$ cat src/rtl/lm32_insn_injector_if.sv
// Command and injection bus for the LM32 instruction injector.
//
// Handshakes:
//   cmd side: a command transfers on a rising edge where cmd_valid_i && cmd_ready_o.
//             cmd_ready_o does not depend on cmd_valid_i. A command offered while
//             cmd_ready_o is low is not taken.
//   inj side: an instruction issues on a rising edge where inj_valid_o && !stall_d_i.
//             inj_instruction_o is stable while inj_valid_o is high and stall_d_i holds it.
interface lm32_insn_injector_if;
  logic        cmd_valid_i;
  logic        cmd_ready_o;
  logic [5:0]  cmd_op_i;
  logic [4:0]  cmd_r3_i;
  logic [4:0]  cmd_r2_i;
  logic [4:0]  cmd_r1_i;
  logic [25:0] cmd_imm_i;
  logic        inj_valid_o;
  logic [31:0] inj_instruction_o;
  logic        stall_d_i;

  // Debug controller / decode-stage side
  modport master (
    output cmd_valid_i, cmd_op_i, cmd_r3_i, cmd_r2_i, cmd_r1_i, cmd_imm_i, stall_d_i,
    input  cmd_ready_o, inj_valid_o, inj_instruction_o
  );

  // Injector side
  modport slave (
    input  cmd_valid_i, cmd_op_i, cmd_r3_i, cmd_r2_i, cmd_r1_i, cmd_imm_i, stall_d_i,
    output cmd_ready_o, inj_valid_o, inj_instruction_o
  );
endinterface

$ cat src/rtl/lm32_insn_injector.sv
// LM32 instruction injector: encodes decoded command fields into instruction
// words, queues them in a show-ahead FIFO, presents them to the D stage and
// tracks injected instructions until they retire from W.
module lm32_insn_injector #(
  parameter int DEPTH        = 4,
  parameter int MAX_INFLIGHT = 4
) (
  input  logic                 clk_i,
  input  logic                 rst_i,
  input  logic                 enable_i,
  input  logic                 flush_i,
  lm32_insn_injector_if.slave  bus,
  input  logic                 valid_w,
  input  logic                 kill_w,
  output logic [15:0]          issued_count_o,
  output logic [15:0]          killed_count_o,
  output logic [2:0]           in_flight_o,
  output logic                 busy_o,
  output logic                 error_o
);
  localparam int AW = (DEPTH > 1) ? $clog2(DEPTH) : 1;
  localparam logic [AW:0] DEPTH_C   = (AW+1)'(DEPTH);
  localparam logic [2:0]  MAX_IF_C  = 3'(MAX_INFLIGHT);

  logic [31:0]   mem_q [DEPTH];
  logic [AW-1:0] wr_ptr_q, wr_ptr_d;
  logic [AW-1:0] rd_ptr_q, rd_ptr_d;
  logic [AW:0]   count_q, count_d;
  logic [2:0]    in_flight_q, in_flight_d;
  logic [15:0]   issued_q, issued_d;
  logic [15:0]   killed_q, killed_d;
  logic          error_q, error_d;

  logic          empty, full, push, pop, retire, retire_ok;
  logic [31:0]   enc_word;

  // Field packing by opcode class; unused immediate bits are dropped.
  function automatic logic [31:0] encode(input logic [5:0] op, input logic [4:0] r3,
                                         input logic [4:0] r2, input logic [4:0] r1,
                                         input logic [25:0] imm);
    logic [31:0] w;
    if (op == 6'h00 || op == 6'h0f)
      w = {op, r3, r2, 11'b0, imm[4:0]};
    else if (!op[5])
      w = {op, r3, r2, imm[15:0]};
    else if (op == 6'h2b || op == 6'h38 || op == 6'h3e)
      w = {op, imm};
    else
      w = {op, r3, r2, r1, 11'b0};
    return w;
  endfunction

  assign enc_word = encode(bus.cmd_op_i, bus.cmd_r3_i, bus.cmd_r2_i, bus.cmd_r1_i, bus.cmd_imm_i);

  assign empty     = (count_q == '0);
  assign full      = (count_q == DEPTH_C);
  assign push      = bus.cmd_valid_i && !full;
  assign pop       = bus.inj_valid_o && !bus.stall_d_i;
  assign retire    = valid_w && enable_i;
  assign retire_ok = retire && (in_flight_q != 3'd0);

  assign bus.cmd_ready_o       = !full;
  assign bus.inj_valid_o       = !empty && enable_i && (in_flight_q < MAX_IF_C);
  assign bus.inj_instruction_o = empty ? 32'h0 : mem_q[rd_ptr_q];

  assign issued_count_o = issued_q;
  assign killed_count_o = killed_q;
  assign in_flight_o    = in_flight_q;
  assign busy_o         = !empty || (in_flight_q != 3'd0);
  assign error_o        = error_q;

  // Next-state for FIFO pointers, occupancy, counters and the error flag.
  always_comb begin
    wr_ptr_d    = wr_ptr_q;
    rd_ptr_d    = rd_ptr_q;
    count_d     = count_q;
    in_flight_d = in_flight_q;
    issued_d    = issued_q;
    killed_d    = killed_q;
    error_d     = error_q;

    if (flush_i) begin
      // Flush wins over a same-cycle push; a same-cycle issue still counts below.
      wr_ptr_d = '0;
      rd_ptr_d = '0;
      count_d  = '0;
    end else begin
      if (push) wr_ptr_d = wr_ptr_q + 1'b1;
      if (pop)  rd_ptr_d = rd_ptr_q + 1'b1;
      if (push && !pop)      count_d = count_q + 1'b1;
      else if (!push && pop) count_d = count_q - 1'b1;
    end

    if (pop) issued_d = issued_q + 16'd1;
    if (retire && kill_w) killed_d = killed_q + 16'd1;
    if (retire && (in_flight_q == 3'd0)) error_d = 1'b1;

    if (pop && !retire_ok)      in_flight_d = in_flight_q + 3'd1;
    else if (!pop && retire_ok) in_flight_d = in_flight_q - 3'd1;
  end

  // Control state with asynchronous active-low reset.
  always_ff @(posedge clk_i or negedge rst_i) begin
    if (!rst_i) begin
      wr_ptr_q    <= '0;
      rd_ptr_q    <= '0;
      count_q     <= '0;
      in_flight_q <= '0;
      issued_q    <= '0;
      killed_q    <= '0;
      error_q     <= 1'b0;
    end else begin
      wr_ptr_q    <= wr_ptr_d;
      rd_ptr_q    <= rd_ptr_d;
      count_q     <= count_d;
      in_flight_q <= in_flight_d;
      issued_q    <= issued_d;
      killed_q    <= killed_d;
      error_q     <= error_d;
    end
  end

  // FIFO storage; the encoded word is captured at push time. Flush overrides the push.
  always_ff @(posedge clk_i) begin
    if (push && !flush_i) mem_q[wr_ptr_q] <= enc_word;
  end
endmodule

$ cat src/flat_wrapper.sv
// flat-port wrapper written by rule: the top's interface ports become plain ports
module lm32_insn_injector_flat 
#(
  parameter int DEPTH        = 4,
  parameter int MAX_INFLIGHT = 4
)
  (clk_i, rst_i, enable_i, flush_i, valid_w, kill_w, issued_count_o, killed_count_o, in_flight_o, busy_o, error_o, bus_cmd_valid_i, bus_cmd_op_i, bus_cmd_r3_i, bus_cmd_r2_i, bus_cmd_r1_i, bus_cmd_imm_i, bus_stall_d_i, bus_cmd_ready_o, bus_inj_valid_o, bus_inj_instruction_o);
  lm32_insn_injector_if bus_i ();
  input  logic clk_i;
  input  logic rst_i;
  input  logic enable_i;
  input  logic flush_i;
  input  logic valid_w;
  input  logic kill_w;
  output logic [15:0] issued_count_o;
  output logic [15:0] killed_count_o;
  output logic [2:0] in_flight_o;
  output logic busy_o;
  output logic error_o;
  input wire logic [$bits(bus_i.cmd_valid_i)-1:0] bus_cmd_valid_i;
  input wire logic [$bits(bus_i.cmd_op_i)-1:0] bus_cmd_op_i;
  input wire logic [$bits(bus_i.cmd_r3_i)-1:0] bus_cmd_r3_i;
  input wire logic [$bits(bus_i.cmd_r2_i)-1:0] bus_cmd_r2_i;
  input wire logic [$bits(bus_i.cmd_r1_i)-1:0] bus_cmd_r1_i;
  input wire logic [$bits(bus_i.cmd_imm_i)-1:0] bus_cmd_imm_i;
  input wire logic [$bits(bus_i.stall_d_i)-1:0] bus_stall_d_i;
  output wire logic [$bits(bus_i.cmd_ready_o)-1:0] bus_cmd_ready_o;
  output wire logic [$bits(bus_i.inj_valid_o)-1:0] bus_inj_valid_o;
  output wire logic [$bits(bus_i.inj_instruction_o)-1:0] bus_inj_instruction_o;
  assign bus_i.cmd_valid_i = bus_cmd_valid_i;
  assign bus_i.cmd_op_i = bus_cmd_op_i;
  assign bus_i.cmd_r3_i = bus_cmd_r3_i;
  assign bus_i.cmd_r2_i = bus_cmd_r2_i;
  assign bus_i.cmd_r1_i = bus_cmd_r1_i;
  assign bus_i.cmd_imm_i = bus_cmd_imm_i;
  assign bus_i.stall_d_i = bus_stall_d_i;
  assign bus_cmd_ready_o = bus_i.cmd_ready_o;
  assign bus_inj_valid_o = bus_i.inj_valid_o;
  assign bus_inj_instruction_o = bus_i.inj_instruction_o;
  lm32_insn_injector #(.DEPTH(DEPTH), .MAX_INFLIGHT(MAX_INFLIGHT)) u_core (.clk_i(clk_i), .rst_i(rst_i), .enable_i(enable_i), .flush_i(flush_i), .bus(bus_i), .valid_w(valid_w), .kill_w(kill_w), .issued_count_o(issued_count_o), .killed_count_o(killed_count_o), .in_flight_o(in_flight_o), .busy_o(busy_o), .error_o(error_o));
endmodule
$ cat config.mk
export PLATFORM = sky130hd
export DESIGN_NAME = lm32_insn_injector_flat
export DESIGN_NICKNAME = d
export VERILOG_FILES = /design/src/rtl/lm32_insn_injector_if.sv /design/src/rtl/lm32_insn_injector.sv /design/src/flat_wrapper.sv
export SDC_FILE = /design/constraint.sdc
export NUM_CORES = 1
export LEC_CHECK = 0
export CAP_MARGIN = 20
export CORE_MARGIN = 1.5
export CORE_UTILIZATION = 45
export CTS_CLUSTER_DIAMETER = 120
export CTS_CLUSTER_SIZE = 28
export DETAILED_ROUTE_END_ITERATION = 6
export HOLD_SLACK_MARGIN = 0.15
export PLACE_DENSITY = 0.72
export SLEW_MARGIN = 15
export SYNTH_ARGS = -nofsm -noshare
export SYNTH_HDL_FRONTEND = slang
export SYNTH_SLANG_ARGS = --single-unit
$ cat constraint.sdc
create_clock -name clk_i -period 2.44 [get_ports clk_i]
set_clock_uncertainty 0.15 [all_clocks]
set_input_delay 0.488 -clock clk_i [delete_from_list [all_inputs] [get_ports clk_i]]
set_output_delay 0.488 -clock clk_i [all_outputs]
set_load 0.03 [all_outputs]
## Yosys cells after proc, flatten, opt, wreduce, memory -nomap -nowiden

Memory sizes are Yosys's and may differ from the RTL's.
Index checks and enable logic that the tools add are counted.

| operators by class | value |
|---|---|
| add/sub/neg operators | 8 |
| magnitude comparators | 1 |
| eq/ne operators | 5 |
| muxes and demuxes | 15 |
| reduce and logical (&&, ||, !) cells | 32 |

Operator list:

| kind | number |
|---|---|
| 32-bit 2-to-1 mux | 3 |
| 16-bit by 1-bit adder with 16-bit output (second input constant) | 2 |
| 26-bit 2-to-1 mux | 1 |
| 6-bit equality test (second input constant) | 3 |
| 3-bit 2-to-1 mux | 5 |
| 1-bit logical AND | 13 |
| 2-bit 2-to-1 mux | 4 |
| 1-bit logical NOT | 7 |
| 3-bit by 1-bit adder with 3-bit output (second input constant) | 2 |
| 6-bit by 4-bit equality test with 1-bit output (second input constant) | 1 |
| 3-bit logical NOT | 2 |
| 6-bit logical NOT | 1 |
| 2-bit nonzero test | 3 |
| 3-bit nonzero test | 2 |
| 3-bit by 1-bit subtractor with 3-bit output (second input constant) | 2 |
| 2-bit by 1-bit adder with 2-bit output (second input constant) | 2 |
| 1-bit logical OR | 4 |
| 3-bit equality test (second input constant) | 1 |
| 3-bit < comparator (second input constant) | 1 |
| 1-bit 2-to-1 mux | 2 |

| word-level totals | value |
|---|---|
| register bits after elaboration | 43 |
| memory bits (writable) | 128 |
| input bits | 55 |
| output and inout bits | 71 |
| word-level logic and storage cells | 69 |
| memories | 1 |

Memory list:

| name | depth | bits a word | rd ports | clocked after Yosys merged registers in | write ports | line | RTL |
|---|---|---|---|---|---|---|---|
| u_core.mem_q | 4 | 32 | 1 | 0 | 1 | lm32_insn_injector.sv:25 | `logic [31:0] mem_q [DEPTH];` |

## Depth between registers and ports, before layout

Gate-level depths: netlist of the first run.

| depth | value |
|---|---|
| depth in word-level cells | 9 |
| mapped depth | 9 |
| depth with buffers taken out | 8 |

## Worst setup path after synthesis of the first run

OpenSTA, ideal clock, no wires.

| timing path | value |
|---|---|
| path kind | reg-to-reg |
| start | register u_core.in_flight_q[2] (netlist: u_core.in_flight_o[2]) |
| end | register u_core.count_q[2] |
| setup time | 0.125 ns |
| arrival time | 2.406 ns |
| data required time | 2.165 ns |
| setup slack | -0.240 ns |
| cell stages (with the launch flop) | 10 |
| path buffers | 1 |
| period minus slack after synthesis | 2.680 ns |
| cells stage by stage | dfrtp_1 or3b_1 buf_6 nor2_4 nor2_1 fa_1 or4bb_1 nor2_1 a2bb2oi_1 mux2_2 |

| between the ends | value |
|---|---|
| word-level cells in the longest chain between the ends | 7 |
| elaborated cells on any way between the ends | 9 |
| those cells by class | 1 x order compare; 2 x mux; 6 x reduce/logical |

Ends and longest elaborated chain:

| item | line | RTL |
|---|---|---|
| from (decl) | lm32_insn_injector.sv:29 | `logic [2:0] in_flight_q, in_flight_d;` |
| from (signal assigned) | lm32_insn_injector.sv:116 | `in_flight_q <= in_flight_d;` |
| 3-bit < comparator * | lm32_insn_injector.sv:63 | `assign bus.inj_valid_o = !empty && enable_i && (in_flight_q < MAX_IF_C);` |
| 1-bit logical AND * | lm32_insn_injector.sv:63 |  |
| 1-bit logical AND * | lm32_insn_injector.sv:58 | `assign pop = bus.inj_valid_o && !bus.stall_d_i;` |
| via u_core.pop | lm32_insn_injector.sv:34 | `logic empty, full, push, pop, retire, retire_ok;` |
| 1-bit logical NOT | lm32_insn_injector.sv:90 | `if (push && !pop) count_d = count_q + 1'b1;` |
| 1-bit logical AND | lm32_insn_injector.sv:90 |  |
| 3-bit 2-to-1 mux | lm32_insn_injector.sv:90 |  |
| 3-bit 2-to-1 mux | lm32_insn_injector.sv:82 | `if (flush_i) begin` |
| to (signal assigned) | lm32_insn_injector.sv:115 | `count_q <= count_d;` |
| to (decl) | lm32_insn_injector.sv:28 | `logic [AW:0] count_q, count_d;` |

The timed path passes the listed nets; every way through them passes the cells marked *.
A chain may end at the register's enable or synchronous reset.

## Final worst setup path of the first run

| timing path | value |
|---|---|
| start | register u_core.rd_ptr_q[0] |
| end | output port bus_inj_instruction_o[26] |

| between the ends | value |
|---|---|
| word-level cells in the longest chain between the ends | 2 |

Ends and longest elaborated chain:

| item | line | RTL |
|---|---|---|
| from (decl) | lm32_insn_injector.sv:27 | `logic [AW-1:0] rd_ptr_q, rd_ptr_d;` |
| from (signal assigned) | lm32_insn_injector.sv:114 | `rd_ptr_q <= rd_ptr_d;` |
| memory 4 x 32 bit | -- |  |
| 32-bit 2-to-1 mux | lm32_insn_injector.sv:64 | `assign bus.inj_instruction_o = empty ? 32'h0 : mem_q[rd_ptr_q];` |
| to (decl) | flat_wrapper.sv:29 | `output wire logic [$bits(bus_i.inj_instruction_o)-1:0] bus_inj_instruction_o;` |

Every way passes these cells.

==> summary by stage, run 1 <==
Worst hold path
The startpoint identified for the worst hold timing path is enable_i. The min-delay analysis places its worst path in the category input pin to flip-flop.

Worst setup path
The kind of cell adding the most delay to the critical path is multiplexers. The worst setup path is captured at a primary output. The slowest stage of the critical path belongs to the cell sky130_fd_sc_hd__mux4_2.

The most repeated library cell on the critical path is sky130_fd_sc_hd__buf_12. STA classifies the critical path startpoint as a flip-flop. The worst register-to-register path has a setup slack of 60 ps. The start of the worst register-to-register path is u_core.count_q[1].

The setup path with the least slack is of type flip-flop to primary output. For the worst setup path, the data arrival time is 1930 ps. For this run, the slowest stage of the critical path takes 490 ps.

The most critical setup path has its startpoint at u_core.rd_ptr_q[0]. The required time of the critical path is 1800 ps. Traced cell by cell, the critical path runs through buf_12 > buf_12 > mux4_2 > and2_4 > buf_6. The number of buffers and inverters on the critical path is 3.

Of all nets on the critical path, the largest fanout is 6.

Synth
The most frequent cell after synthesis is sky130_fd_sc_hd__edfxtp_1. The post-synth net total is 505. Yosys mapped the design onto 46 distinct sky130hd cell types. The biggest area contributor in the post-synthesis netlist is sky130_fd_sc_hd__edfxtp_1.

The gate count of the mapped netlist is 441. The area share of the largest cell type after synthesis is 52.3%. During synthesis, Yosys emitted a total of 0 warnings. Counting flops with an async set or reset pin after synthesis yields a share of 25.1%. In the synthesized netlist, the cells that appear most often are sky130_fd_sc_hd__edfxtp_1 (128), sky130_fd_sc_hd__and2_1 (48), sky130_fd_sc_hd__dfrtp_1 (43).

The summed instance area of the synthesized netlist is 0.00734 sq mm. The number of enable-type register cells in the synthesized netlist is 128. A synthesized cell averages 16.7 sq um. The post-synthesis sequential area ratio is 67.0%. Sorting the synthesized cells by area gives the leading types as sky130_fd_sc_hd__edfxtp_1 (52%), sky130_fd_sc_hd__dfrtp_1 (15%), sky130_fd_sc_hd__mux4_2 (9.8%). The primary flip-flop cell chosen by synthesis mapping is sky130_fd_sc_hd__edfxtp_1. Synthesis inferred 171 register bits.

Timing
For the pin with the worst max-slew slack, the measured transition is 497 ps. The total negative slack is -2450 ps. The final number of setup-violating endpoints is 30. The final number of max-transition violations is 0. The count of endpoints failing hold in the final timing report is 0. Of the available clock period, the critical path in the final layout requires 105%. Setup repair after global routing could not meet its margin everywhere. Derived from the worst setup path, the maximum achievable clock frequency is 0.390 GHz.

Counting I/O delays and the setup requirement, the final critical path takes 2570 ps. On the final layout, the worst hold slack is 325 ps. Across all setup checks in the final design, the least slack found is -126 ps. The normalized max-slew margin is 66.9%.

Die
The floorplan step defined a die boundary enclosing 0.0171 sq mm. Once the floorplan was initialized, standard cells occupied 46.2% of the core. The x dimension of the die is 131 um. In this run the core area contains 46 standard-cell rows. The height of the die is 131 um. The number of top-level pins is 126.

The core region is 0.0159 sq mm.

Routing
In the routed design, unresolved DRC markers number 0. The total wire length is 15,700 um. The number of DRC markers in iteration 0 is 309. Dividing the detail-routed via count by the number of cells gives 5.20. The total via count in the routed design is 4,434. After detailed routing, the average wire length per cell comes to 18.4 um.

For this run, the detailed router's first-pass iteration total came to 5. The post-route antenna net violation count is 0.

Final layout
The number of fillers in the final layout is 1,178. The share of post-route cells with drive strength above 1 is 35.2%. Once layout is complete, the utilization of the core stands at 63.1%. The area growth from synthesis to layout is 36.5%. The finished layout cell area is 0.0100 sq mm. The final layout net count is 688. The area used by sequential logic in the layout is 0.00492 sq mm. Leaving out filler cells and counting taps, the final layout contains 853. The multi-input combinational cells in the finished layout cover a total of 0.00243 sq mm. The repair_antennas step left the layout with diodes totalling 0.

Global routing
The total congestion overflow is 0. Global routing used 19.6% of the available tracks across all layers. Entering global routing, the biggest net connects 33 pins.

The initial antenna violation count is 0. The first global-routing pass estimated 24,700 um of wire. The number of global-route vias before repair is 4,713.

Place
During placement, the flow inserted port buffers numbering 125. Summing all placed instances gives a cell area of 0.00927 sq mm. Once detailed placement completed, the half-perimeter wirelength came to 10,300 um. The routability congestion estimate from global placement is 0.846. The pre-CTS setup slack is -458 ps. The total instance count after detailed placement is 813.

Run status
The final reports fail on setup timing. The run finished, with violations left.

Pwr
Dividing total power by cell area gives a power density of 938 mW/mm^2. The total power consumption of the routed design is 9.40 mW. The leakage power of the design is 3.69 nW.

The worst-case IR drop observed on VDD is 0.000659 V.

CTS
The root buffer cell is sky130_fd_sc_hd__clkbuf_16. The CTS tree is done. The number of clock buffers inserted by TritonCTS is 17. Clock-pin slew was measured on the worst setup and hold paths at 60 ps. Clock tree synthesis found a total of 171 sinks. The clock latency reported for the late side of the worst-skew pair is 420 ps. The deepest level of the CTS H-tree is 4.

The maximum count of clock buffers along a single path is 2.

Flow run
The max-cap violation count is 0.
-- placed cells by master (no fill, tap or decap), types with 11 or more instances in the layout --
cell type                         netlist  routed
sky130_fd_sc_hd__buf_4                  0      39
sky130_fd_sc_hd__xnor2_1               28      28
sky130_fd_sc_hd__nand4_1               12      12
sky130_fd_sc_hd__buf_6                  1      33
sky130_fd_sc_hd__nor2_1                16      15
sky130_fd_sc_hd__nand2_1               16      15
sky130_fd_sc_hd__clkbuf_16              0      17
sky130_fd_sc_hd__clkdlybuf4s50_1        0      86
sky130_fd_sc_hd__and2_1                48      15
sky130_fd_sc_hd__mux4_2                32      32
sky130_fd_sc_hd__buf_12                 0      11
sky130_fd_sc_hd__edfxtp_1             128     128
sky130_fd_sc_hd__nand3_1               11      11
sky130_fd_sc_hd__dfrtp_1               43      40
sky130_fd_sc_hd__and2_4                 0      29
sky130_fd_sc_hd__mux2_2                21      21
-- layer usage --
| metal | vias to the layer above | GRT usage, % | wire length (um) |
|---|---|---|---|
| met5 | - | 0 | 0 |
| met3 | 27 | 4.19 | 765 |
| li1 | 2036 | - | - |
| met2 | 135 | 33.2 | 7890 |
| met4 | 0 | 8.40 | 366 |
| met1 | 2236 | 24.6 | 6690 |
-- kinds of logic after synthesis --
group	synth area share [%]
AOI/OAI and AO/OA	0.920
xor gates and xnor gates	4.53
DFF	67.0
buffers and inverters	1.29
adders and majority gates	1.74
and+or+nand+nor	11.5
muxes	13.0
-- sequential cells by signal (all words and copies together), names as in the netlist --
signal,count
u_core.in_flight_o,3
u_core.issued_count_o,16
u_core.error_o,1
u_core.killed_count_o,16
u_core.wr_ptr_q,2
u_core.rd_ptr_q,2
u_core.count_q,3
u_core.mem_q,128
-- cell type report --
class	instances	share of cell area (%)
flip-flops and latches	171	49.1
well taps	216	2.70
clock buffers	18	4.28
repair buffers	180	18.5
multi-input cells	248	24.2
inverters	6	0.225
clock inverters	14	0.986
-- timing repair --
item / in CTS / in global routing
hold buffers: 1 / 0
pin swaps: 17 / 4
gates resized for setup: 262 / 13
setup endpoints to repair: 35 / 48
buffers inserted: 6 / 2
hold endpoints to repair: 23 / 0
cloned: 2 / 0
-- path summary, 6_finish.rpt --
check                           depth (start not counted)                        end
worst min register to register                          1  u_core.killed_count_o[15]
min in group asynchronous                               2   u_core.issued_count_o[1]
max in group asynchronous                               3      u_core.in_flight_o[2]
worst min-delay path                                    3             u_core.error_o
worst max-delay path                                    5  bus_inj_instruction_o[26]
worst max register to register                          8          u_core.count_q[2]
-- where the power goes --
| group | internal (mW) | leakage, nW | switching (mW) |
|---|---|---|---|
| Combinational | 1.68 | 1.71 | 1.72 |
| Clock | 1.30 | 0.244 | 1.09 |
| Sequential | 3.41 | 1.74 | 0.207 |
| Total | 6.38 | 3.69 | 3.02 |
-- worst reg2reg max path: stages, from the launching register on --
cell	delay, ps
sky130_fd_sc_hd__dfrtp_1	410
sky130_fd_sc_hd__or3b_2	510
sky130_fd_sc_hd__nand2_2	110
sky130_fd_sc_hd__nor2_2	50
sky130_fd_sc_hd__fa_2	320
sky130_fd_sc_hd__or4bb_1	170
sky130_fd_sc_hd__nor2_1	40
sky130_fd_sc_hd__a2bb2oi_1	160
sky130_fd_sc_hd__mux2_2	350
Note: power is estimated with default switching activity, not from simulation.
==> run 2: changes to the inputs <==
--- a/config.mk
+++ b/config.mk
@@ -9,7 +9,6 @@
 export CORE_MARGIN = 1.5
 export CORE_UTILIZATION = 45
 export CTS_CLUSTER_DIAMETER = 120
-export CTS_CLUSTER_SIZE = 28
 export DETAILED_ROUTE_END_ITERATION = 6
 export HOLD_SLACK_MARGIN = 0.15
 export PLACE_DENSITY = 0.72
==> results of run 2 <==
Same layout as run 1: the final DEF is identical, and so are final timing and power.
